### config.mk
export PLATFORM = sky130hd
export DESIGN_NAME = gactx_dir_drain
export DESIGN_NICKNAME = d
export VERILOG_FILES = /design/src/rtl/gactx_drain_pkg.sv /design/src/rtl/gactx_drain_fifo.sv /design/src/rtl/gactx_dir_drain.sv
export SDC_FILE = /design/constraint.sdc
export NUM_CORES = 1
export LEC_CHECK = 0
export BUFFER_PORTS_ARGS = -buffer_cell sky130_fd_sc_hd__buf_2
export CAP_MARGIN = 10
export CORE_ASPECT_RATIO = 0.9
export CORE_MARGIN = 2
export CORE_UTILIZATION = 50
export CTS_BUF_LIST = sky130_fd_sc_hd__clkbuf_2
export DETAILED_ROUTE_END_ITERATION = 8
export PLACE_DENSITY_LB_ADDON = 0.05
export SETUP_SLACK_MARGIN = 0.15
export SLEW_MARGIN = 10
export SYNTH_ARGS = -nofsm -noshare
export SYNTH_HDL_FRONTEND = slang
export SYNTH_SLANG_ARGS = --single-unit
### constraint.sdc
create_clock -name clk -period 4.6 [get_ports clk]
set_input_delay 0.23 -clock clk [delete_from_list [all_inputs] [get_ports clk]]
set_output_delay 0.23 -clock clk [all_outputs]
set_load 0.03 [all_outputs]
### src/rtl/gactx_drain_pkg.sv
// Shared constants for the GACTX direction drain: state encodings, header layout.
// Field positions are bit offsets within each 64-bit header beat.
package gactx_drain_pkg;

  localparam logic [2:0] ST_IDLE     = 3'd0;
  localparam logic [2:0] ST_HDR      = 3'd1;
  localparam logic [2:0] ST_RD       = 3'd2;
  localparam logic [2:0] ST_FLUSH    = 3'd3;
  localparam logic [2:0] ST_CLR      = 3'd5;
  localparam logic [2:0] ST_WAIT_CLR = 3'd6;
`ifdef GACTX_DRAIN_CKSUM_EN
  localparam logic [2:0] ST_CKSUM    = 3'd4;
`endif

  typedef enum logic [2:0] {
    S_IDLE     = ST_IDLE,
    S_HDR      = ST_HDR,
    S_RD       = ST_RD,
    S_FLUSH    = ST_FLUSH,
    S_CLR      = ST_CLR,
    S_WAIT_CLR = ST_WAIT_CLR
`ifdef GACTX_DRAIN_CKSUM_EN
    , S_CKSUM  = ST_CKSUM
`endif
  } state_t;

  localparam int HDR_WORDS = 3;
  localparam int FIELD_W   = 16;
  localparam int HALF_W    = 32;

  localparam int H0_SCORE_LSB = 32;
  localparam int H0_STEPS_LSB = 0;
  localparam int H1_REF_LSB   = 48;
  localparam int H1_QRY_LSB   = 32;
  localparam int H1_NREF_LSB  = 16;
  localparam int H1_NQRY_LSB  = 0;
  localparam int H2_COUNT_LSB = 32;

endpackage

### src/rtl/gactx_drain_fifo.sv
// Generic synchronous FIFO, DEPTH x WIDTH, show-ahead read; push on full is accepted
// only together with a pop, so occupancy is unchanged in that case.
module gactx_drain_fifo #(
  parameter int DEPTH = 4,
  parameter int WIDTH = 65,
  parameter int CNT_W = $clog2(DEPTH) + 1
) (
  input  logic             clk,
  input  logic             rst,
  input  logic             push,
  input  logic [WIDTH-1:0] push_dat,
  input  logic             pop,
  output logic [WIDTH-1:0] pop_dat,
  output logic             full,
  output logic             empty,
  output logic [CNT_W-1:0] count
);

  localparam int PTR_W = $clog2(DEPTH);

  logic [WIDTH-1:0] mem [DEPTH];
  logic [PTR_W-1:0] wr_ptr;
  logic [PTR_W-1:0] rd_ptr;
  logic             wr_en;
  logic             rd_en;

  assign full    = (count == CNT_W'(DEPTH));
  assign empty   = (count == '0);
  assign wr_en   = push && (!full || pop);
  assign rd_en   = pop && !empty;
  assign pop_dat = mem[rd_ptr];

  always_ff @(posedge clk) begin
    if (wr_en) mem[wr_ptr] <= push_dat;
  end

  always_ff @(posedge clk or negedge rst) begin
    if (!rst) begin
      wr_ptr <= '0;
      rd_ptr <= '0;
      count  <= '0;
    end else begin
      if (wr_en) wr_ptr <= wr_ptr + 1'b1;
      if (rd_en) rd_ptr <= rd_ptr + 1'b1;
      case ({wr_en, rd_en})
        2'b10:   count <= count + 1'b1;
        2'b01:   count <= count - 1'b1;
        default: count <= count;
      endcase
    end
  end

endmodule

### src/rtl/gactx_dir_drain.sv
// Drains one GACTX tile: 3 header beats, then every direction BRAM word, then clear_done.
// First beat valid 1 cycle after done; reads are credit-limited by FIFO space (GACTX_DRAIN_CKSUM_EN adds an XOR beat).
module gactx_dir_drain
  import gactx_drain_pkg::*;
#(
  parameter int PE_WIDTH            = 25,
  parameter int LOG_MAX_TILE_SIZE   = 11,
  parameter int NUM_DIR_BLOCK       = 32,
  parameter int DIR_BRAM_ADDR_WIDTH = 14,
  parameter int FIFO_DEPTH          = 4
) (
  input  logic                             clk,
  input  logic                             rst,
  input  logic                             done,
  output logic                             clear_done,
  input  logic [PE_WIDTH-1:0]              tile_score,
  input  logic [LOG_MAX_TILE_SIZE-1:0]     ref_max_pos,
  input  logic [LOG_MAX_TILE_SIZE-1:0]     query_max_pos,
  input  logic [2*LOG_MAX_TILE_SIZE-1:0]   num_tb_steps,
  input  logic [LOG_MAX_TILE_SIZE-1:0]     num_ref_bases,
  input  logic [LOG_MAX_TILE_SIZE-1:0]     num_query_bases,
  input  logic [DIR_BRAM_ADDR_WIDTH-1:0]   dir_total_count,
  output logic [DIR_BRAM_ADDR_WIDTH-1:0]   dir_rd_addr,
  input  logic [2*NUM_DIR_BLOCK-1:0]       dir_data_out,
  output logic [2*NUM_DIR_BLOCK-1:0]       out_data,
  output logic                             out_valid,
  input  logic                             out_ready,
  output logic                             out_last,
  output logic                             busy
);

  localparam int AW    = DIR_BRAM_ADDR_WIDTH;
  localparam int LW    = LOG_MAX_TILE_SIZE;
  localparam int DW    = 2 * NUM_DIR_BLOCK;
  localparam int CNT_W = $clog2(FIFO_DEPTH) + 1;
  localparam logic [CNT_W:0] DEPTH_C = (CNT_W + 1)'(FIFO_DEPTH);
`ifdef GACTX_DRAIN_CKSUM_EN
  localparam bit CKSUM_EN = 1'b1;
`else
  localparam bit CKSUM_EN = 1'b0;
`endif

  state_t            state, state_nxt;
  logic [LW-1:0]     ref_q, qry_q, nref_q, nqry_q;
  logic [AW-1:0]     total_q;
  logic [AW-1:0]     addr_q;
  logic [1:0]        hdr_idx;
  logic              in_flight;
  logic              in_flight_last;

  logic              latch;
  logic              issue;
  logic              last_addr;
  logic              room;
  logic              push_ok;
  logic [CNT_W:0]    occ;
  logic [DW-1:0]     h0, h1, h2;

  logic              fifo_push;
  logic [DW:0]       fifo_wdat;
  logic              fifo_pop;
  logic [DW:0]       fifo_rdat;
  logic              fifo_full;
  logic              fifo_empty;
  logic [CNT_W-1:0]  fifo_count;

`ifdef GACTX_DRAIN_CKSUM_EN
  logic [DW-1:0]     cksum_q;
  logic              cks_pushed;
  logic              cks_push;
`endif

  gactx_drain_fifo #(
    .DEPTH (FIFO_DEPTH),
    .WIDTH (DW + 1)
  ) u_fifo (
    .clk      (clk),
    .rst      (rst),
    .push     (fifo_push),
    .push_dat (fifo_wdat),
    .pop      (fifo_pop),
    .pop_dat  (fifo_rdat),
    .full     (fifo_full),
    .empty    (fifo_empty),
    .count    (fifo_count)
  );

  assign out_valid   = !fifo_empty;
  assign out_data    = out_valid ? fifo_rdat[DW-1:0] : '0;
  assign out_last    = out_valid && fifo_rdat[DW];
  assign fifo_pop    = out_valid && out_ready;
  assign busy        = (state != S_IDLE);
  assign dir_rd_addr = addr_q;

  // Outstanding BRAM reads count against FIFO space so returning data always fits.
  assign occ       = {1'b0, fifo_count} + {{CNT_W{1'b0}}, in_flight};
  assign room      = (occ < DEPTH_C);
  assign push_ok   = !fifo_full || fifo_pop;
  assign last_addr = (addr_q == total_q - AW'(1));

  // H0 is built straight from the inputs so it can be pushed in the cycle done is seen.
  always_comb begin
    h0 = '0;
    h0[H0_SCORE_LSB +: HALF_W] = HALF_W'($signed(tile_score));
    h0[H0_STEPS_LSB +: HALF_W] = HALF_W'(num_tb_steps);
    h1 = '0;
    h1[H1_REF_LSB  +: FIELD_W] = FIELD_W'(ref_q);
    h1[H1_QRY_LSB  +: FIELD_W] = FIELD_W'(qry_q);
    h1[H1_NREF_LSB +: FIELD_W] = FIELD_W'(nref_q);
    h1[H1_NQRY_LSB +: FIELD_W] = FIELD_W'(nqry_q);
    h2 = '0;
    h2[H2_COUNT_LSB +: HALF_W] = HALF_W'(total_q);
  end

  always_ff @(posedge clk or negedge rst) begin
    if (!rst) state <= S_IDLE;
    else      state <= state_nxt;
  end

  always_comb begin
    state_nxt  = state;
    fifo_push  = 1'b0;
    fifo_wdat  = '0;
    issue      = 1'b0;
    latch      = 1'b0;
    clear_done = 1'b0;
`ifdef GACTX_DRAIN_CKSUM_EN
    cks_push   = 1'b0;
`endif
    if (in_flight) begin
      fifo_push = 1'b1;
      fifo_wdat = {in_flight_last, dir_data_out};
    end
    case (state)
      S_IDLE: begin
        if (done) begin
          latch     = 1'b1;
          fifo_push = 1'b1;
          fifo_wdat = {1'b0, h0};
          state_nxt = S_HDR;
        end
      end
      S_HDR: begin
        if (push_ok) begin
          fifo_push = 1'b1;
          if (hdr_idx == 2'(HDR_WORDS - 1)) begin
            fifo_wdat = {(total_q == '0) && !CKSUM_EN, h2};
            state_nxt = (total_q == '0) ? S_FLUSH : S_RD;
          end else begin
            fifo_wdat = {1'b0, h1};
          end
        end
      end
      S_RD: begin
        if (room) begin
          issue = 1'b1;
          if (last_addr) state_nxt = S_FLUSH;
        end
      end
      S_FLUSH: begin
`ifdef GACTX_DRAIN_CKSUM_EN
        if (!in_flight) state_nxt = S_CKSUM;
`else
        if (!in_flight && fifo_empty) state_nxt = S_CLR;
`endif
      end
`ifdef GACTX_DRAIN_CKSUM_EN
      S_CKSUM: begin
        if (!cks_pushed) begin
          if (push_ok) begin
            cks_push  = 1'b1;
            fifo_push = 1'b1;
            fifo_wdat = {1'b1, cksum_q};
          end
        end else if (fifo_empty) begin
          state_nxt = S_CLR;
        end
      end
`endif
      S_CLR: begin
        clear_done = 1'b1;
        state_nxt  = S_WAIT_CLR;
      end
      S_WAIT_CLR: begin
        // done is only watched for its fall here; a held level cannot restart the tile.
        if (!done) state_nxt = S_IDLE;
      end
      default: state_nxt = S_IDLE;
    endcase
  end

  always_ff @(posedge clk or negedge rst) begin
    if (!rst) begin
      ref_q          <= '0;
      qry_q          <= '0;
      nref_q         <= '0;
      nqry_q         <= '0;
      total_q        <= '0;
      addr_q         <= '0;
      hdr_idx        <= '0;
      in_flight      <= 1'b0;
      in_flight_last <= 1'b0;
    end else begin
      in_flight      <= issue;
      in_flight_last <= issue && last_addr && !CKSUM_EN;
      if (latch) begin
        ref_q   <= ref_max_pos;
        qry_q   <= query_max_pos;
        nref_q  <= num_ref_bases;
        nqry_q  <= num_query_bases;
        total_q <= dir_total_count;
        hdr_idx <= 2'd1;
        addr_q  <= '0;
      end else begin
        if (state == S_HDR && fifo_push) hdr_idx <= hdr_idx + 2'd1;
        if (issue) addr_q <= addr_q + AW'(1);
      end
    end
  end

`ifdef GACTX_DRAIN_CKSUM_EN
  always_ff @(posedge clk or negedge rst) begin
    if (!rst) begin
      cksum_q    <= '0;
      cks_pushed <= 1'b0;
    end else if (state == S_IDLE) begin
      cksum_q    <= '0;
      cks_pushed <= 1'b0;
    end else begin
      if (in_flight) cksum_q <= cksum_q ^ dir_data_out;
      if (cks_push) cks_pushed <= 1'b1;
    end
  end
`endif

endmodule

==> metrics <==
Clock transition at path regs 100 ps; endpoints failing hold 0; DRC Markers 0; M1 wire length about 16 mm; crit path time final 3460 ps; Syn Inst Count 902; Die W 185 microns; drt via density 5.39; H-tree depth 3; setup ws final 1140 ps; maximum VDD drop 0.387 mV; max_cap viols 0; Starting Density 0.510; layout cell share with drive strength beyond 1 0.381; crit end category flop; CTS Hold Bufs 172; CTS tree yes; asr flop ratio synth 0.249; highest layer used for signal routing met4; drt first pass iters 8; flip-flop and latch count after synthesis between 300 and 400; Worst-Margin Slew 1090 ps; Final period util 0.752; nets 1548; number of synthesized flops with an enable pin 260; Core ar. around 29000 sq um; PD cells 738 nW/um^2; clk buf depth 3; Die Height approximately 170 microns; Synth area leader edfxtp_1; setup repair bufs after CTS 0; Worst Path Max Fanout 38; number of routed nets with antenna violations 0; Worst path slowest cell a21boi_4; Setup crit start kind flop; Layout area overhead 28.5%; PostCTS Resize Cnt 0; Yosys top cell area share 0.528; RSZ-0062 raised after global routing no; clk_lat worst skew ~860 ps; Setup CP Type reg2reg; first-pass GRT wire length between 50 and 60 mm; Initial DRC Count 700; maximum number of pins on one net before global-route repair 79; final-report max-slew violation count 0; f_max 289 MHz; Mapped Area 14800 sq um; Critical Path RT 5270 ps; setup violators final 0; Warnings, synthesis 0; crit path DAT 4130 ps; initial antenna violation count 2; run status complete, no violations; gr usage total 0.238; area of the die around 31000 sq um; global route overflow 0; gpl congestion 0.820; routed len/inst 19.8 microns; CP peak stage delay 860 ps; Post-synth top flop edfxtp_1; Synth Net Count 1084; Yosys cell types between 60 and 70; Row Count 59; leakage power 7.74 nW; CTS Buf Count 86; final setup TNS 0 ps; Synth area leaders edfxtp_1 53%, dfrtp_1 15%, mux4_2 9.9%; routed wl met2 roughly 18 mm; Placement Setup Slack 1720 ps; Met3 Routed Length around 2.4 mm; top-level I/O count 255; CP cell instances nor4b_1 > nand2_1 > a21boi_4 > buf_12 > a222oi_1 > dlygate4sd3_1 > inv_1; Avg Synthesized Cell Area 16.4 sq um; Slew headroom 0.274; CTS root buf clkbuf_2; total wire length ~36 mm; Filler Cells Inserted 2222; vias 9903; count leader, synth edfxtp_1; hpwl dp 20.6 mm; I/O Buffers 254; top cells by count, synth 260 x edfxtp_1, 86 x dfrtp_1, 75 x and2_1; Clock Skews about 51 ps; min-delay worst type in2async; clk sink count 346; vias in the first global route 10500; sequential fraction of the synthesis area 0.674
worst max-delay path, delay by kind of cell (launching register included):
family	cells	cell delay (ps)
buf+inv	3	1050
compound gates	2	1010
flops	1	440
simple gates	2	770
metal layers:
| metal | up-vias | global-route usage |
|---|---|---|
| met5 | - | 0 |
| met4 | 0 | 0.0735 |
| met3 | 59 | 0.0568 |
| met2 | 383 | 0.384 |
| met1 | 4976 | 0.323 |
| li1 | 4485 | - |
cells in the final DEF, fill, tap and decap left out, types with 15 or more instances in the layout:
master and n:
a222oi_1 39, and2_1 71, buf_2 253, clkbuf_2 143, dfrtp_1 84, dlygate4sd3_1 172, edfxtp_1 260, inv_1 42
mux2_2 56, mux4_2 65, nand2_1 43, nor2_1 32, xnor2_1 21, xor2_1 15
area by class of cell:
class,instances,area (sq um),share of cell area
sequential,346,9970,0.525
multi-input combinational,456,4460,0.235
timing repair buffer,434,3090,0.163
clock buffer,143,716,0.0377
tap,396,495,0.0261
inverter,42,158,0.00830
clock inverter,19,100,0.00527
antenna,2,5.00,0.000264
report_power, final:
part           total (W)  internal (W)  switching, W
registers        0.00579       0.00505      0.000732
clock network    0.00206      0.000866       0.00119
logic            0.00617       0.00263       0.00354
total             0.0140       0.00855       0.00546
stage by stage:
step,util,instances,hold WS [ps],total power (W),cell area (sq um)
detailed placement,0.567,1502,439,0.0116,16400
floorplan,-,902,-65.6,0.00982,14800
global route,0.655,1838,55.9,0.0149,19000
global placement,0.567,1502,433,0.0116,16400
CTS,0.654,1836,4.28,0.0141,19000
finish,0.655,1838,65.2,0.0140,19000
path summary, 6_finish.rpt:
| kind | slack [ps] | depth (start not counted) | startpoint | end |
|---|---|---|---|---|
| max reg2reg | 1140 | 7 | u_fifo.count[1] | u_fifo.mem[1][3] |
| min reg2reg | 510 | 1 | ref_q[9] | ref_q[9] |
| max | 1140 | 7 | u_fifo.count[1] | u_fifo.mem[1][3] |
| min in group clk | 140 | 3 | ref_max_pos[0] | ref_q[0] |
| min | 70 | 2 | rst | dir_rd_addr[10] |
| max in group asynchronous | 3570 | 3 | rst | nref_q[5] |
cells by family after synthesis:
logic type,count (synthesis),synth area share
flip-flops,346,0.674
AND/OR/NAND/NOR,193,0.0725
multiplexers,123,0.143
buffers and inverters,100,0.0271
AO/OA/AOI/OAI,95,0.0543
XOR/XNOR,36,0.0213
adder cells (fa/ha/maj),9,0.00812
sequential cells by signal (all words and copies together) (netlist names):
signal          cells
u_fifo.wr_ptr       2
in_flight_last      1
nqry_q             11
ref_q              11
u_fifo.rd_ptr       2
dir_rd_addr        14
u_fifo.count        3
total_q            14
u_fifo.mem        260
in_flight           1
nref_q             11
state               3
qry_q              11
hdr_idx             2
Note: power is estimated with default switching activity, not from simulation.
